File: src/rtl/idelay_tap_seq_if.sv
// Command / delay-line / response bundle for idelay_tap_seq.
// Handshake: a command transfers on the rising edge where CMD_VALID_I and CMD_READY_O are both 1.
interface idelay_tap_seq_if #(
  parameter int C_CH_NUM    = 4,
  parameter int C_TAP_WIDTH = 9
);
  localparam int CW = (C_CH_NUM > 1) ? $clog2(C_CH_NUM) : 1;

  logic                              CMD_VALID_I;
  logic                              CMD_READY_O;
  logic [CW-1:0]                     CMD_CH_I;
  logic [1:0]                        CMD_OP_I;
  logic [C_TAP_WIDTH-1:0]            CMD_VAL_I;
  logic [C_CH_NUM-1:0]               DLY_CE_O;
  logic [C_CH_NUM-1:0]               DLY_INC_O;
  logic [C_CH_NUM-1:0]               DLY_LD_O;
  logic [C_CH_NUM*C_TAP_WIDTH-1:0]   DLY_CNTVALUE_O;
  logic [C_CH_NUM*C_TAP_WIDTH-1:0]   DLY_CNTVALUE_I;
  logic                              RSP_VALID_O;
  logic [C_TAP_WIDTH-1:0]            RSP_VAL_O;
  logic                              RSP_ERR_O;

  modport master (
    output CMD_VALID_I, CMD_CH_I, CMD_OP_I, CMD_VAL_I, DLY_CNTVALUE_I,
    input  CMD_READY_O, DLY_CE_O, DLY_INC_O, DLY_LD_O, DLY_CNTVALUE_O,
           RSP_VALID_O, RSP_VAL_O, RSP_ERR_O
  );

  modport slave (
    input  CMD_VALID_I, CMD_CH_I, CMD_OP_I, CMD_VAL_I, DLY_CNTVALUE_I,
    output CMD_READY_O, DLY_CE_O, DLY_INC_O, DLY_LD_O, DLY_CNTVALUE_O,
           RSP_VALID_O, RSP_VAL_O, RSP_ERR_O
  );
endinterface

File: src/rtl/idelay_tap_seq.sv
// Sequences LOAD/INC/DEC/READ commands onto a bank of IDELAY-style delay lines,
// keeping a shadow tap per channel and checking the readback after a settle window.
module idelay_tap_seq #(
  parameter int C_CH_NUM     = 4,
  parameter int C_TAP_WIDTH  = 9,
  parameter int C_TAP_MAX    = 511,
  parameter int C_DLY_VALUE  = 0,
  parameter int C_SETTLE_CYC = 4
) (
  input  logic                 CLK_I,
  input  logic                 RSTN_I,
  idelay_tap_seq_if.slave      bus,
  output logic [1:0]           dbg_state
);
  localparam int W  = C_TAP_WIDTH;
  localparam int CW = (C_CH_NUM > 1) ? $clog2(C_CH_NUM) : 1;

  localparam logic [1:0] S_IDLE   = 2'd0;
  localparam logic [1:0] S_ISSUE  = 2'd1;
  localparam logic [1:0] S_SETTLE = 2'd2;
  localparam logic [1:0] S_RESP   = 2'd3;

  localparam logic [1:0] OP_LOAD = 2'b00;
  localparam logic [1:0] OP_INC  = 2'b01;
  localparam logic [1:0] OP_DEC  = 2'b10;

  localparam logic [W:0]   TAP_MAX_X = (W+1)'(C_TAP_MAX);
  localparam logic [W-1:0] TAP_RST   = W'(C_DLY_VALUE);
  localparam logic [W-1:0] TAP_ONE   = W'(1);
  localparam logic [3:0]   SETTLE_N  = 4'(C_SETTLE_CYC);

  logic [1:0]          state;
  logic [3:0]          settle_cnt;
  logic [W-1:0]        shadow [C_CH_NUM];
  logic [CW-1:0]       ch_q;
  logic                ready_q;
  logic [C_CH_NUM-1:0] ce_q, inc_q, ld_q;
  logic                rsp_valid_q, rsp_err_q;
  logic [W-1:0]        rsp_val_q;

  logic                accept, ch_ok, cmd_err;
  logic [W-1:0]        cur_tap, new_tap, readback;
  logic [C_CH_NUM-1:0] ch_hot;

  // ready_q is only ever 1 in IDLE, so accept needs no separate state test.
  assign accept = bus.CMD_VALID_I & ready_q;
  assign ch_ok  = int'(bus.CMD_CH_I) < C_CH_NUM;

  always_comb begin
    cur_tap = '0;
    ch_hot  = '0;
    if (ch_ok) begin
      cur_tap               = shadow[bus.CMD_CH_I];
      ch_hot[bus.CMD_CH_I]  = 1'b1;
    end
  end

  // Out-of-range results are rejected up front, so tap arithmetic never wraps.
  always_comb begin
    cmd_err = !ch_ok;
    new_tap = cur_tap;
    case (bus.CMD_OP_I)
      OP_LOAD: begin
        if ({1'b0, bus.CMD_VAL_I} > TAP_MAX_X) cmd_err = 1'b1;
        new_tap = bus.CMD_VAL_I;
      end
      OP_INC: begin
        if ({1'b0, cur_tap} == TAP_MAX_X) cmd_err = 1'b1;
        new_tap = cur_tap + TAP_ONE;
      end
      OP_DEC: begin
        if (cur_tap == '0) cmd_err = 1'b1;
        new_tap = cur_tap - TAP_ONE;
      end
      default: new_tap = cur_tap;
    endcase
  end

  assign readback = bus.DLY_CNTVALUE_I[int'(ch_q)*W +: W];

  always_ff @(posedge CLK_I or negedge RSTN_I) begin
    if (!RSTN_I) begin
      state       <= S_IDLE;
      settle_cnt  <= '0;
      ch_q        <= '0;
      ready_q     <= 1'b0;
      ce_q        <= '0;
      inc_q       <= '0;
      ld_q        <= '0;
      rsp_valid_q <= 1'b0;
      rsp_err_q   <= 1'b0;
      rsp_val_q   <= '0;
      for (int n = 0; n < C_CH_NUM; n++) shadow[n] <= TAP_RST;
    end else begin
      ce_q        <= '0;
      inc_q       <= '0;
      ld_q        <= '0;
      rsp_valid_q <= 1'b0;
      rsp_err_q   <= 1'b0;
      rsp_val_q   <= '0;
      case (state)
        S_IDLE: begin
          if (!ready_q) begin
            ready_q <= 1'b1;
          end else if (accept) begin
            ready_q <= 1'b0;
            ch_q    <= bus.CMD_CH_I;
            if (cmd_err) begin
              state       <= S_RESP;
              rsp_valid_q <= 1'b1;
              rsp_err_q   <= 1'b1;
              rsp_val_q   <= cur_tap;
            end else begin
              // Shadow moves with the strobe so CNTVALUEIN already holds the new tap during ISSUE.
              state                 <= S_ISSUE;
              shadow[bus.CMD_CH_I]  <= new_tap;
              case (bus.CMD_OP_I)
                OP_LOAD: ld_q <= ch_hot;
                OP_INC: begin
                  ce_q  <= ch_hot;
                  inc_q <= ch_hot;
                end
                OP_DEC:  ce_q <= ch_hot;
                default: ;
              endcase
            end
          end
        end
        S_ISSUE: begin
          state      <= S_SETTLE;
          settle_cnt <= SETTLE_N;
        end
        S_SETTLE: begin
          if (settle_cnt <= 4'd1) begin
            state       <= S_RESP;
            settle_cnt  <= '0;
            rsp_valid_q <= 1'b1;
            rsp_val_q   <= readback;
            rsp_err_q   <= (readback != shadow[ch_q]);
          end else begin
            settle_cnt <= settle_cnt - 4'd1;
          end
        end
        default: begin
          state   <= S_IDLE;
          ready_q <= 1'b1;
        end
      endcase
    end
  end

  always_comb begin
    bus.DLY_CNTVALUE_O = '0;
    for (int n = 0; n < C_CH_NUM; n++) bus.DLY_CNTVALUE_O[n*W +: W] = shadow[n];
  end

  assign bus.CMD_READY_O = ready_q;
  assign bus.DLY_CE_O    = ce_q;
  assign bus.DLY_INC_O   = inc_q;
  assign bus.DLY_LD_O    = ld_q;
  assign bus.RSP_VALID_O = rsp_valid_q;
  assign bus.RSP_VAL_O   = rsp_val_q;
  assign bus.RSP_ERR_O   = rsp_err_q;
  assign dbg_state       = state;
endmodule

File: src/flat_wrapper.sv
// flat-port wrapper written by rule: the top's interface ports become plain ports
module idelay_tap_seq_flat 
#(
  parameter int C_CH_NUM     = 4,
  parameter int C_TAP_WIDTH  = 9,
  parameter int C_TAP_MAX    = 511,
  parameter int C_DLY_VALUE  = 0,
  parameter int C_SETTLE_CYC = 4
)
  (CLK_I, RSTN_I, dbg_state, bus_CMD_VALID_I, bus_CMD_CH_I, bus_CMD_OP_I, bus_CMD_VAL_I, bus_DLY_CNTVALUE_I, bus_CMD_READY_O, bus_DLY_CE_O, bus_DLY_INC_O, bus_DLY_LD_O, bus_DLY_CNTVALUE_O, bus_RSP_VALID_O, bus_RSP_VAL_O, bus_RSP_ERR_O);
  idelay_tap_seq_if #(.C_CH_NUM(C_CH_NUM), .C_TAP_WIDTH(C_TAP_WIDTH)) bus_i ();
  input  logic CLK_I;
  input  logic RSTN_I;
  output logic [1:0] dbg_state;
  input wire logic [$bits(bus_i.CMD_VALID_I)-1:0] bus_CMD_VALID_I;
  input wire logic [$bits(bus_i.CMD_CH_I)-1:0] bus_CMD_CH_I;
  input wire logic [$bits(bus_i.CMD_OP_I)-1:0] bus_CMD_OP_I;
  input wire logic [$bits(bus_i.CMD_VAL_I)-1:0] bus_CMD_VAL_I;
  input wire logic [$bits(bus_i.DLY_CNTVALUE_I)-1:0] bus_DLY_CNTVALUE_I;
  output wire logic [$bits(bus_i.CMD_READY_O)-1:0] bus_CMD_READY_O;
  output wire logic [$bits(bus_i.DLY_CE_O)-1:0] bus_DLY_CE_O;
  output wire logic [$bits(bus_i.DLY_INC_O)-1:0] bus_DLY_INC_O;
  output wire logic [$bits(bus_i.DLY_LD_O)-1:0] bus_DLY_LD_O;
  output wire logic [$bits(bus_i.DLY_CNTVALUE_O)-1:0] bus_DLY_CNTVALUE_O;
  output wire logic [$bits(bus_i.RSP_VALID_O)-1:0] bus_RSP_VALID_O;
  output wire logic [$bits(bus_i.RSP_VAL_O)-1:0] bus_RSP_VAL_O;
  output wire logic [$bits(bus_i.RSP_ERR_O)-1:0] bus_RSP_ERR_O;
  assign bus_i.CMD_VALID_I = bus_CMD_VALID_I;
  assign bus_i.CMD_CH_I = bus_CMD_CH_I;
  assign bus_i.CMD_OP_I = bus_CMD_OP_I;
  assign bus_i.CMD_VAL_I = bus_CMD_VAL_I;
  assign bus_i.DLY_CNTVALUE_I = bus_DLY_CNTVALUE_I;
  assign bus_CMD_READY_O = bus_i.CMD_READY_O;
  assign bus_DLY_CE_O = bus_i.DLY_CE_O;
  assign bus_DLY_INC_O = bus_i.DLY_INC_O;
  assign bus_DLY_LD_O = bus_i.DLY_LD_O;
  assign bus_DLY_CNTVALUE_O = bus_i.DLY_CNTVALUE_O;
  assign bus_RSP_VALID_O = bus_i.RSP_VALID_O;
  assign bus_RSP_VAL_O = bus_i.RSP_VAL_O;
  assign bus_RSP_ERR_O = bus_i.RSP_ERR_O;
  idelay_tap_seq #(.C_CH_NUM(C_CH_NUM), .C_TAP_WIDTH(C_TAP_WIDTH), .C_TAP_MAX(C_TAP_MAX), .C_DLY_VALUE(C_DLY_VALUE), .C_SETTLE_CYC(C_SETTLE_CYC)) u_core (.CLK_I(CLK_I), .RSTN_I(RSTN_I), .bus(bus_i), .dbg_state(dbg_state));
endmodule
File: config.mk
export PLATFORM = sky130hd
export DESIGN_NAME = idelay_tap_seq_flat
export DESIGN_NICKNAME = d
export VERILOG_FILES = /design/src/rtl/idelay_tap_seq_if.sv /design/src/rtl/idelay_tap_seq.sv /design/src/flat_wrapper.sv
export SDC_FILE = /design/constraint.sdc
export NUM_CORES = 1
export LEC_CHECK = 0
export ABC_AREA = 1
export BUFFER_PORTS_ARGS = -buffer_cell sky130_fd_sc_hd__buf_2
export CAP_MARGIN = 20
export CORE_UTILIZATION = 25
export DETAILED_ROUTE_END_ITERATION = 6
export SLEW_MARGIN = 30
export SYNTH_ARGS = -nofsm -noshare
export SYNTH_HDL_FRONTEND = slang
export SYNTH_SLANG_ARGS = --single-unit
File: constraint.sdc
create_clock -name CLK_I -period 2.9 [get_ports CLK_I]
set_input_delay 0.58 -clock CLK_I [delete_from_list [all_inputs] [get_ports CLK_I]]
set_output_delay 0.58 -clock CLK_I [all_outputs]
set_load 0.03 [all_outputs]
==> impl_metrics.sql <==
INSERT INTO impl_metrics (metric_group, metric, value, unit) VALUES
('timing', 'slew_violations', '0', ''),
('setup_path', 'worst_ep_required_time', '3.17', 'ns'),
('synth', 'most_instantiated_library_cell_after_synthesis', 'nand2_1', ''),
('finish', 'nets', '819', ''),
('setup_path', 'cp_max_fo', '16', ''),
('placed_design', 'gpl.final_weighted_congestion', '0.928', ''),
('cts', 'clkLatencyLatePin', '0.33', 'ns'),
('timing', 'setup_slack_after_layout', '0.322', 'ns'),
('setup_path', 'timing.critical_path.buf_inv', '3', ''),
('synth', 'synthTopCellsByCount', 'nand2_1, dfrtp_1, nand3_1', ''),
('timing', 'finalSetupTns', '0', 'ns'),
('synth', 'synthesis.nets', '701', ''),
('routing', 'detail_route.wirelength', '14.6', 'mm'),
('setup_path', 'crit_path_cell_trace', 'buf_2 -> buf_12 -> nand2_1 -> inv_2 -> nand2_1 -> nand4_1 -> ha_1 -> a21oi_1 -> o21ai_0 -> a21oi_1 -> nand2b_1 -> nand3_1 -> a21oi_1 -> nand2_1 -> nand2_1', ''),
('power', 'power.density_cell_area', '1080', 'nW/um^2'),
('cts', 'cell_at_the_root_of_the_clock_tree', 'clkbuf_16', ''),
('routing', 'post_drt_wl_per_cell', '14.9', 'um'),
('routing', 'antenna_violating_nets_post_route', '0', ''),
('finish', 'diodes', '0', ''),
('setup_path', 'max_stage_delay', '0.43', 'ns'),
('synth', 'yosys_register_bits', '68', ''),
('global_routing', 'grt_antenna_before_repair', '0', ''),
('timing', 'max_freq', '388', 'MHz'),
('routing', 'dr_total_vias', '4551', ''),
('routing', 'drtPass1Iterations', '7', ''),
('routing', 'initialDrtViolationCount', '344', ''),
('synth', 'synth_edf_count', '0', ''),
('floorplan', 'die_h', '135', 'um'),
('setup_path', 'crit_path_start_kind', 'input pin', ''),
('synth', 'synthesis.area', '4430', 'um^2'),
('cts', 'tritoncts', 'yes', ''),
('timing', 'max-slew-margin-rel', '53.3', '%'),
('floorplan', 'ioPinCount', '114', ''),
('worst_hold_path', 'hold_path_class', 'input pin to async pin', ''),
('synth', 'synth.lib_cells_used.distinct', '35', ''),
('setup_path', 'worst-endpoint-arrival', '2.85', 'ns'),
('outcome', 'status', 'finished, final reports clean', ''),
('timing', 'post-route-period-util', '88.9', '%'),
('synth', 'synthesis.yosys.warnings', '0', ''),
('cts', 'tritoncts_num_sinks', '68', ''),
('floorplan', 'num_rows', '48', ''),
('setup_path', 'worstSetupPathType', 'input pin to flip-flop', ''),
('routing', 'detail_route.drc_violations', '0', ''),
('synth', 'mapped_avg_cell_area', '7.01', 'um^2'),
('finish', 'area_delta_synth_final', '25.7', '%'),
('placed_design', 'dp_hpwl', '11.1', 'mm'),
('placed_design', 'port_buf_inserts', '113', ''),
('cts', 'cts_resized', '0', ''),
('finish', 'utilization', '32.2', '%'),
('cts', 'cts_made_buffers', '9', ''),
('synth', 'post-synth-top-area-cell', 'dfrtp_1', ''),
('cts', 'cts_setup_buffers', '0', ''),
('synth', 'ys_seq_area_share', '38.4', '%'),
('floorplan', 'floorplan.die_area', '18300', 'um^2'),
('synth', 'syn-instance-count', '632', ''),
('setup_path', 'worst_path_dominant_cell_family', 'compound AO/OA/AOI/OAI gates', ''),
('setup_path', 'worst_path_max_delay_cell', 'ha_1', ''),
('cts', 'cts-hold-fix-buffers', '0', ''),
('floorplan', 'core_area', '17300', 'um^2'),
('cts', 'clk_pin_slew', '0.06', 'ns'),
('synth', 'dominantRegCellSynth', 'dfrtp_1', ''),
('global_routing', 'grt_first_pass_wirelength', '22.7', 'mm'),
('flow_run', 'maxCapViolations', '0', ''),
('floorplan', 'fp.dieW', '135', 'um'),
('timing', 'final-setup-viol-count', '0', ''),
('power', 'p_leak', '3.08', 'nW'),
('timing', 'grt_setup_unrepaired', 'false', ''),
('cts', 'htree_levels', '3', ''),
('timing', 'finalClockSkew', '0.00582', 'ns'),
('placed_design', 'dp_slack', '0.0191', 'ns'),
('global_routing', 'global_route.usage.total', '16.4', '%');
[area by class of cell]
cell class | count | area [um^2] | share of cell area, %
Sequential cell | 68 | 1700 | 30.5
Tap cell | 225 | 282 | 5.05
Multi-Input combinational cell | 499 | 2410 | 43.2
Clock buffer | 11 | 233 | 4.18
Clock inverter | 5 | 52.6 | 0.943
Inverter | 41 | 159 | 2.85
Timing Repair Buffer | 131 | 738 | 13.2
[where the power goes]
part | internal [W] | total, W | switching (W)
combinational | 0.00106 | 0.00324 | 0.00218
sequential | 0.00128 | 0.00172 | 0.000437
clock | 0.000661 | 0.00105 | 0.000394
total | 0.00300 | 0.00601 | 0.00301
[worst paths after layout]
kind / depth (start not counted) / startpoint / slack (ns) / to
setup / recovery: 15 / bus_CMD_CH_I[0] / 0.32 / u_core.bus.DLY_CNTVALUE_O[26]$_DFFE_PN0P_
hold / removal: 1 / RSTN_I / 0.13 / u_core.bus.CMD_READY_O$_DFFE_PN0N_
setup reg to reg: 11 / u_core.bus.DLY_CNTVALUE_O[5]$_DFFE_PN0P_ / 0.48 / u_core.bus.DLY_CNTVALUE_O[26]$_DFFE_PN0P_
hold reg to reg: 2 / u_core.bus.CMD_READY_O$_DFFE_PN0N_ / 0.51 / u_core.bus.CMD_READY_O$_DFFE_PN0N_
max in group asynchronous: 2 / RSTN_I / 2.08 / u_core.bus.DLY_LD_O[2]$_DFF_PN0_
min in group CLK_I: 2 / u_core.bus.CMD_READY_O$_DFFE_PN0N_ / 0.51 / u_core.bus.CMD_READY_O$_DFFE_PN0N_
[cells by family after synthesis]
logic type / share of synthesized area (%)
AOI/OAI and AO/OA: 9.51
xor gates and xnor gates: 1.98
adders and majority gates: 4.97
buffers and inverters: 7.28
DFF: 38.4
and+or+nand+nor: 37.9
[stage by stage]
stage	hold WS, ns	power [W]	area (um^2)	std cells
final	0.132	0.00601	5570	980
after global routing	0.151	0.00646	5570	980
after CTS	0.130	0.00605	5570	980
after detailed placement	0.492	0.00496	5290	964
after global placement	0.477	0.00495	5290	964
after floorplan	0.284	0.00389	4430	632
[flip-flops by register name (all words and copies together) (netlist names)]
register,cells
u_core.bus.CMD_READY_O,1
u_core.bus.RSP_VALID_O,1
u_core.bus.DLY_CE_O,4
u_core.ch_q,2
u_core.bus.DLY_INC_O,4
u_core.bus.RSP_ERR_O,1
u_core.bus.DLY_LD_O,4
u_core.bus.DLY_CNTVALUE_O,36
u_core.dbg_state,2
u_core.settle_cnt,4
u_core.bus.RSP_VAL_O,9
[metal layers]
layer  track usage, %  up-vias  wire [um]
li1                 -     2278          -
met5                0        -          0
met4             5.74        0        336
met3             3.33       20       1100
met1             22.0     2065       6570
met2             26.0      188       6620
[cells in the final DEF, fill, tap and decap left out, types with 2 or more instances in the layout]
| cell | instances |
|---|---|
| nand4_1 | 4 |
| buf_4 | 15 |
| nand2_1 | 275 |
| ha_1 | 16 |
| nand3_1 | 57 |
| clkbuf_1 | 2 |
| buf_2 | 113 |
| or2_2 | 2 |
| a31oi_1 | 2 |
| inv_2 | 5 |
| clkinv_2 | 3 |
| a21oi_1 | 18 |
| nand3b_1 | 2 |
| a21o_1 | 2 |
| clkinv_1 | 3 |
| nand3_4 | 4 |
| o22ai_1 | 9 |
| xnor2_1 | 5 |
| nor2_2 | 2 |
| buf_12 | 3 |
| nor2_1 | 36 |
| inv_1 | 32 |
| clkbuf_16 | 9 |
| nand3_2 | 5 |
| o21ai_1 | 21 |
| xor2_1 | 5 |
| o21ai_0 | 27 |
| dfrtp_1 | 68 |
Power figures use the tool's default switching activity.
